### config.mk
export PLATFORM = sky130hd
export DESIGN_NAME = multi_alarm_controller
export DESIGN_NICKNAME = d
export VERILOG_FILES = /design/src/rtl/multi_alarm_controller.sv
export SDC_FILE = /design/constraint.sdc
export NUM_CORES = 1
export LEC_CHECK = 0
export ABC_AREA = 1
export BUFFER_PORTS_ARGS = -buffer_cell sky130_fd_sc_hd__buf_4
export CAP_MARGIN = 20
export CORE_AREA = 2 2 60 62
export CTS_CLUSTER_SIZE = 28
export DETAILED_ROUTE_END_ITERATION = 10
export DIE_AREA = 0 0 62 64
export PLACE_DENSITY = 0.52
export SLEW_MARGIN = 10
export SYNTH_ARGS = -nofsm -noshare
export SYNTH_HDL_FRONTEND = slang
export SYNTH_SLANG_ARGS = --single-unit
### constraint.sdc
create_clock -name clock -period 2.5 [get_ports clock]
set_clock_uncertainty 0.15 [all_clocks]
set_input_delay 0.5 -clock clock [delete_from_list [all_inputs] [get_ports clock]]
set_output_delay 0.5 -clock clock [all_outputs]
set_load 0.1 [all_outputs]
### src/rtl/multi_alarm_controller.sv
// multi_alarm_controller
// Keypad entry and display sequencer for NUM_ALARMS alarm slots. It counts the
// digits accepted for one entry, up to NUM_DIGITS. It selects the target alarm
// slot. It abandons an entry after TIMEOUT_SEC one_second ticks of inactivity.
// Every 1-bit output is registered from the next-state decode, so it lines up
// with the state register in the cycle after the sampling edge.
// Optional build macro: MULTI_ALARM_STRICT_ENTRY_EN. When it is defined, set
// commands that arrive before a full entry are rejected and entry_error pulses.
module multi_alarm_controller #(
    parameter int         NUM_ALARMS  = 4,
    parameter int         NUM_DIGITS  = 4,
    parameter int         TIMEOUT_SEC = 10,
    parameter logic [3:0] NOKEY       = 4'hF,
    localparam int        SEL_W       = (NUM_ALARMS > 1) ? $clog2(NUM_ALARMS) : 1,
    localparam int        CNT_W       = $clog2(NUM_DIGITS + 1)
) (
    input  logic             clock,
    input  logic             reset,
    input  logic             one_second,
    input  logic             time_button,
    input  logic             alarm_button,
    input  logic             slot_button,
    input  logic [3:0]       key,
    output logic             reset_count,
    output logic             shift,
    output logic             show_new_time,
    output logic             show_a,
    output logic             load_new_a,
    output logic             load_new_c,
    output logic [SEL_W-1:0] alarm_sel,
    output logic [CNT_W-1:0] digit_count,
    output logic             entry_error
);

    localparam int TO_W = (TIMEOUT_SEC > 1) ? $clog2(TIMEOUT_SEC) : 1;

    localparam logic [2:0] SHOW_TIME        = 3'd0;
    localparam logic [2:0] KEY_STORED       = 3'd1;
    localparam logic [2:0] KEY_WAITED       = 3'd2;
    localparam logic [2:0] KEY_ENTRY        = 3'd3;
    localparam logic [2:0] SHOW_ALARM       = 3'd4;
    localparam logic [2:0] SET_ALARM_TIME   = 3'd5;
    localparam logic [2:0] SET_CURRENT_TIME = 3'd6;

    localparam logic [TO_W-1:0]  TO_LAST  = TO_W'(TIMEOUT_SEC - 1);
    localparam logic [CNT_W-1:0] CNT_FULL = CNT_W'(NUM_DIGITS);
    localparam logic [SEL_W-1:0] SEL_LAST = SEL_W'(NUM_ALARMS - 1);

    // Output vector order: {reset_count, shift, show_new_time, show_a, load_new_a, load_new_c}
    function automatic logic [5:0] decode_outputs(input logic [2:0] st);
        logic [5:0] o;
        o = 6'b000000;
        case (st)
            KEY_STORED:            o = 6'b111000;
            KEY_WAITED, KEY_ENTRY: o = 6'b001000;
            SHOW_ALARM:            o = 6'b000100;
            SET_ALARM_TIME:        o = 6'b000010;
            SET_CURRENT_TIME:      o = 6'b000001;
            default:               o = 6'b000000;
        endcase
        return o;
    endfunction

    logic [2:0]       state_r;
    logic [2:0]       state_next_s;
    logic [CNT_W-1:0] digit_count_r;
    logic [CNT_W-1:0] cnt_next_s;
    logic [SEL_W-1:0] alarm_sel_r;
    logic [SEL_W-1:0] sel_next_s;
    logic [SEL_W-1:0] sel_inc_s;
    logic [TO_W-1:0]  to_cnt_r;
    logic [TO_W-1:0]  to_next_s;
    logic [TO_W-1:0]  to_inc_s;
    logic             timeout_s;
    logic             key_s;
    logic             full_s;
    logic [5:0]       outs_r;
`ifdef MULTI_ALARM_STRICT_ENTRY_EN
    logic             err_next_s;
    logic             err_r;
`endif

    // Helper terms: key activity, full entry, wrapped slot increment, timeout tick.
    always_comb begin
        key_s  = (key != NOKEY);
        full_s = (digit_count_r >= CNT_FULL);
        if (alarm_sel_r >= SEL_LAST) begin
            sel_inc_s = {SEL_W{1'b0}};
        end else begin
            sel_inc_s = alarm_sel_r + SEL_W'(1);
        end
        // The counter holds at its last value so a late tick still expires the entry.
        if (one_second && (to_cnt_r != TO_LAST)) begin
            to_inc_s = to_cnt_r + TO_W'(1);
        end else begin
            to_inc_s = to_cnt_r;
        end
        timeout_s = one_second && (to_cnt_r == TO_LAST);
    end

    // Next-state, digit count, timeout counter and slot select decisions.
    always_comb begin
        state_next_s = state_r;
        cnt_next_s   = digit_count_r;
        sel_next_s   = alarm_sel_r;
        to_next_s    = {TO_W{1'b0}};
`ifdef MULTI_ALARM_STRICT_ENTRY_EN
        err_next_s   = 1'b0;
`endif
        case (state_r)
            SHOW_TIME: begin
                if (slot_button) begin
                    sel_next_s = sel_inc_s;
                end else begin
                    sel_next_s = alarm_sel_r;
                end
                if (alarm_button) begin
                    state_next_s = SHOW_ALARM;
                end else if (key_s) begin
                    state_next_s = KEY_STORED;
                    cnt_next_s   = {CNT_W{1'b0}};
                end else begin
                    state_next_s = SHOW_TIME;
                end
            end
            KEY_STORED: begin
                if (full_s) begin
                    cnt_next_s = digit_count_r;
                end else begin
                    cnt_next_s = digit_count_r + CNT_W'(1);
                end
                state_next_s = KEY_WAITED;
            end
            KEY_WAITED: begin
                if (!key_s) begin
                    state_next_s = KEY_ENTRY;
                    to_next_s    = to_inc_s;
                end else if (timeout_s) begin
                    state_next_s = SHOW_TIME;
                    cnt_next_s   = {CNT_W{1'b0}};
                end else begin
                    state_next_s = KEY_WAITED;
                    to_next_s    = to_inc_s;
                end
            end
            KEY_ENTRY: begin
                if (alarm_button) begin
`ifdef MULTI_ALARM_STRICT_ENTRY_EN
                    if (!full_s) begin
                        state_next_s = SHOW_TIME;
                        cnt_next_s   = {CNT_W{1'b0}};
                        err_next_s   = 1'b1;
                    end else begin
                        state_next_s = SET_ALARM_TIME;
                    end
`else
                    state_next_s = SET_ALARM_TIME;
`endif
                end else if (time_button) begin
`ifdef MULTI_ALARM_STRICT_ENTRY_EN
                    if (!full_s) begin
                        state_next_s = SHOW_TIME;
                        cnt_next_s   = {CNT_W{1'b0}};
                        err_next_s   = 1'b1;
                    end else begin
                        state_next_s = SET_CURRENT_TIME;
                    end
`else
                    state_next_s = SET_CURRENT_TIME;
`endif
                end else if (key_s && !full_s) begin
                    state_next_s = KEY_STORED;
                end else if (timeout_s) begin
                    state_next_s = SHOW_TIME;
                    cnt_next_s   = {CNT_W{1'b0}};
                end else begin
                    // A key pressed at full count is dropped and does not restart the timeout.
                    state_next_s = KEY_ENTRY;
                    to_next_s    = to_inc_s;
                end
            end
            SHOW_ALARM: begin
                if (slot_button) begin
                    sel_next_s = sel_inc_s;
                end else begin
                    sel_next_s = alarm_sel_r;
                end
                if (alarm_button) begin
                    state_next_s = SHOW_ALARM;
                end else begin
                    state_next_s = SHOW_TIME;
                end
            end
            SET_ALARM_TIME: begin
                state_next_s = SHOW_TIME;
                cnt_next_s   = {CNT_W{1'b0}};
            end
            SET_CURRENT_TIME: begin
                state_next_s = SHOW_TIME;
                cnt_next_s   = {CNT_W{1'b0}};
            end
            default: begin
                // An unreachable encoding recovers to the idle display with a clean entry.
                state_next_s = SHOW_TIME;
                cnt_next_s   = {CNT_W{1'b0}};
                sel_next_s   = {SEL_W{1'b0}};
            end
        endcase
    end

    // State, digit count, timeout counter and slot select registers.
    always_ff @(posedge clock or posedge reset) begin
        if (reset) begin
            state_r       <= SHOW_TIME;
            digit_count_r <= {CNT_W{1'b0}};
            alarm_sel_r   <= {SEL_W{1'b0}};
            to_cnt_r      <= {TO_W{1'b0}};
        end else begin
            state_r       <= state_next_s;
            digit_count_r <= cnt_next_s;
            alarm_sel_r   <= sel_next_s;
            to_cnt_r      <= to_next_s;
        end
    end

    // Registered Moore outputs, decoded from the state being entered.
    always_ff @(posedge clock or posedge reset) begin
        if (reset) begin
            outs_r <= 6'b000000;
        end else begin
            outs_r <= decode_outputs(state_next_s);
        end
    end

    assign reset_count   = outs_r[5];
    assign shift         = outs_r[4];
    assign show_new_time = outs_r[3];
    assign show_a        = outs_r[2];
    assign load_new_a    = outs_r[1];
    assign load_new_c    = outs_r[0];
    assign alarm_sel     = alarm_sel_r;
    assign digit_count   = digit_count_r;

`ifdef MULTI_ALARM_STRICT_ENTRY_EN
    // One-cycle rejection flag, high in the SHOW_TIME entry cycle only.
    always_ff @(posedge clock or posedge reset) begin
        if (reset) begin
            err_r <= 1'b0;
        end else begin
            err_r <= err_next_s;
        end
    end

    assign entry_error = err_r;
`else
    assign entry_error = 1'b0;
`endif

endmodule

# Word-level counts from Yosys, hierarchy flattened
# Index checks and enable logic that the tools add are counted.
totals:
  regBits: 18
  out_inout_bits: 12
op_classes:
  addsub: 3
  magnitude_cmp: 2
  n_eq_ne: 23
  muxes: 30
  n_bitwise: 2
  reduce_logical: 10
ops:
  columns: ["operator", "count"]
  rows:
  - ["two-way mux 3 bit", 12]
  - ["one-hot mux 3 bit (5 select lines)", 2]
  - ["one-hot mux 6 bit (5 select lines)", 1]
  - ["two-way mux 4 bit", 6]
  - ["equality test 3 bit, second input constant", 6]
  - ["!= test 2 bit, second input constant", 7]
  - ["equality test 3 x 2 -> 1 bit, second input constant", 4]
  - ["two-way mux 2 bit", 6]
  - ["!= test 4 bit, second input constant", 2]
  - ["one-hot mux 4 bit (2 select lines)", 1]
  - ["AND reduction 8 bit", 1]
  - ["equality test 3 x 1 -> 1 bit, second input constant", 2]
  - ["OR reduction 5 bit", 1]
  - ["adder 4 x 1 -> 4 bit, second input constant", 1]
  - ["equality test 4 bit, second input constant", 1]
  - ["one-hot mux 2 bit (2 select lines)", 1]
  - ["OR reduction 2 bit", 2]
  - ["adder 3 x 1 -> 3 bit, second input constant", 1]
  - ["greater-or-equal comparator 3 bit, second input constant", 1]
  - ["logical AND 1 bit", 3]
  - ["logical NOT 3 bit", 1]
  - ["adder 2 x 1 -> 2 bit, second input constant", 1]
  - ["greater-or-equal comparator 2 bit, second input constant", 1]
  - ["!= test 2 x 1 -> 1 bit, second input constant", 1]
  - ["other kinds (4)", 5]

# Logic depth before layout (Yosys ltp)
depth:
  ltp_word: 10
  depth_mapped: 11
  depth_no_buf: 11

# Worst setup path after synthesis
# OpenSTA, ideal clock, no wires.
synth_timing:
  path_type: "register -> output"
  start: "register outs_r[4]"
  end: "output shift"
  t_arrival_ns: 1.324
  required_time_ns: 1.850
  path_slack_ns: 0.526
  path_stages_with_launch: 2
  path_cell_list: "dfrtp_1 -> buf_4"
synth_lines:
  columns: ["element", "line_no", "text"]
  rows:
  - ["start, declared", "77", "logic [5:0] outs_r;"]
  - ["start signal, assigned", "231", "outs_r <= decode_outputs(state_next_s);"]
  - ["end, declared", "25", "output logic shift,"]
# No word-level cell between the ends.

# Worst setup path in the final report
layout_timing:
  start: "register digit_count_r[2] (netlist: digit_count[2])"
  end: "output digit_count[2]"
layout_lines:
  columns: ["element", "line_no", "text"]
  rows:
  - ["start, declared", "66", "logic [CNT_W-1:0] digit_count_r;"]
  - ["start signal, assigned", "215", "digit_count_r <= {CNT_W{1'b0}};"]
  - ["start signal, assigned", "220", "digit_count_r <= cnt_next_s;"]
  - ["end, declared", "31", "output logic [CNT_W-1:0] digit_count,"]
# No word-level cell between the ends.

==> flow_summary.ini <==
[layout]
drive_gt1_frac = 0.231
final_common_cell = nand2_1
final_nets = 159
fill_cells = 349
ff_latch_area_sq_um = 425
syn_to_final_growth_pct = 22.8
layout_common_cells = 23 x nand2_1, 20 x buf_4, 17 x dfrtp_1
antenna_cells = 0
postLayoutCoreUtil = 0.361
multi_input_area_sq_um = 462

[timing]
hold_viol = 0
period_minus_slack_ps = 1680
setup_viol = 0
whs_ps = 150
rsz0062_at_grt = false
period_share = 0.673
tns_ps = 0
worst_slew_pin_slew_ps = 672
fmax_ghz = 0.595
max_slew_margin = 0.552
slew_viol_final = 0

[die]
start_util = 0.294
die_h_um = 64
io_pins = 22
coreArea_sq_um = 3280
rows = 21
dieWidth_um = 62
die-area_sq_um = 3970

[grt]
grtUsageTotal = 0.117
first_global_vias = 802
grt_pass1_wl_um = 3460
grt_max_degree = 18
antenna_found_initial = 0
overflow = 0

[synth]
synth_edf_count = 0
synth_top_area_frac = 0.440
synth_ff_type = dfrtp_1
postSynthNetCount = 136
yosysTopAreaCell = dfrtp_1
synth_seq_cells = 17
synthCells = 121
synth-seq-area-share = 0.440
avgSynthCellArea_sq_um = 7.98
synth_area_sq_um = 966
netlist_top_cells_area = dfrtp_1 44%, nand2_1 8.9%, ha_1 6.5%, nor2_1 6.2%, inv_1 5.8%
synth_cell_types = 24
synth-async-reset-ratio = 1.00
yosysWarnings = 0

[placement]
dp_hpwl_um = 1580
gp_congestion = 0.860
port_buffers = 20

[detailed_routing]
ant_nets = 0
vias_per_cell = 4.37
drtIter0Drc = 27
drcViolationCount = 0
routed_wl_um = 2010
wl_per_cell_um = 10.6
drt-pass1-iter-count = 4
vias = 825

[clocking]
path_clk_slew_ps = 110
clk_latency_ps = 290
cts.sinks = 17
cts_root_buf = clkbuf_4
cts_buffers = 3
h-tree-depth = 1
clockBufferDepth = 2
cts_tree = done
cts_resized = 0
cts_hold_buf = 0
postCtsSetupBuffers = 0

[pwr]
p_per_area_nw_per_um2 = 1180
peakVddDrop_mv = 0.306
p_leak_nw = 0.587

[worst_setup_path]
r2r_setup_slack_ps = 820
worstPathArrival_ps = 1030
crit_chain = buf_4
crit_path_start_kind = flip-flop
path_delay_family = flip-flops
cp_num_buf_inv = 1
slowest_delay_ps = 420
cp_max_fo = 4
end_kind = output port
worstRegToRegCells = 10
reg2reg_from = to_cnt_r[1]
rr_endpoint = outs_r[4]
criticalPathCategory = flip-flop to output port
critPathSlowestCell = dfrtp_1
crit_required_ps = 1850

[flow_run]
maxCapViolations = 0

[worst_hold_path]
hold_class = input port to asynchronous set/reset pin

[run_status]
outcome = finished clean
[flip-flops by register name, summed over array words and instances (netlist names)]
signal / flops
outs_r: 5
to_cnt_r: 4
digit_count: 3
state_r: 3
alarm_sel: 2
[where the power goes]
| part | total (mW) | switching [mW] | internal, mW |
|---|---|---|---|
| Combinational | 0.832 | 0.646 | 0.185 |
| Clock | 0.151 | 0.0911 | 0.0594 |
| Sequential | 0.416 | 0.0682 | 0.348 |
| Total | 1.40 | 0.806 | 0.593 |
[Yosys cell counts, types with 2 or more instances]
| cell type | number |
|---|---|
| nand2_1 | 23 |
| dfrtp_1 | 17 |
| nor2_1 | 16 |
| inv_1 | 15 |
| nand3_1 | 7 |
| a21oi_1 | 6 |
| ha_1 | 5 |
| o21ai_0 | 5 |
| o21ai_1 | 4 |
| nand2_2 | 3 |
| nand4_1 | 3 |
| xor2_1 | 3 |
| buf_4 | 2 |
| inv_2 | 2 |
[layout make-up]
class,count,share of cell area
Clock inverter,1,0.00422
Inverter,17,0.0538
Tap cell,46,0.0485
Clock buffer,3,0.0190
Timing Repair Buffer,20,0.127
Multi-Input combinational cell,85,0.389
Sequential cell,17,0.359
[layer usage]
metal | GRT usage | routed length, um | vias up
li1 | - | - | 429
met1 | 0.144 | 888 | 376
met2 | 0.189 | 993 | 16
met3 | 0.0324 | 82 | 4
met4 | 0.0426 | 41 | 0
met5 | 0 | 0 | -
[how the worst max path moves through the flow]
stage               slack (ps)  cells past startpoint           start              to
floorplan                  530                      1       outs_r[4]           shift
global route               670                      7      state_r[0]  digit_count[0]
detailed placement         840                     10     to_cnt_r[1]       outs_r[4]
CTS                        810                      1  digit_count[2]  digit_count[2]
global placement           860                      7          key[1]     to_cnt_r[2]
finish                     820                      1  digit_count[2]  digit_count[2]
[metrics by stage]
step           std cells  cell area, sq um  setup WS [ps]  total power [mW]
4_1_cts              189              1190            809              1.42
5_1_grt              189              1190            673              1.50
3_3_place_gp         185              1160            864              1.25
2_1_floorplan        121               966            526              1.09
6_report             189              1190            818              1.40
3_5_place_dp         185              1160            841              1.26
[logic make-up (layout without fill, tap and decap cells)]
logic type | after synthesis | in the layout | share of synthesized area
AO/OA/AOI/OAI | 18 | 18 | 0.101
multiplexers | 1 | 1 | 0.0117
adder cells (fa/ha/maj) | 5 | 5 | 0.0648
buffers and inverters | 19 | 41 | 0.0816
XOR/XNOR | 4 | 4 | 0.0363
other | 1 | 1 | 0.00388
flip-flops | 17 | 17 | 0.440
AND/OR/NAND/NOR | 56 | 56 | 0.260
Power figures use the tool's default switching activity.
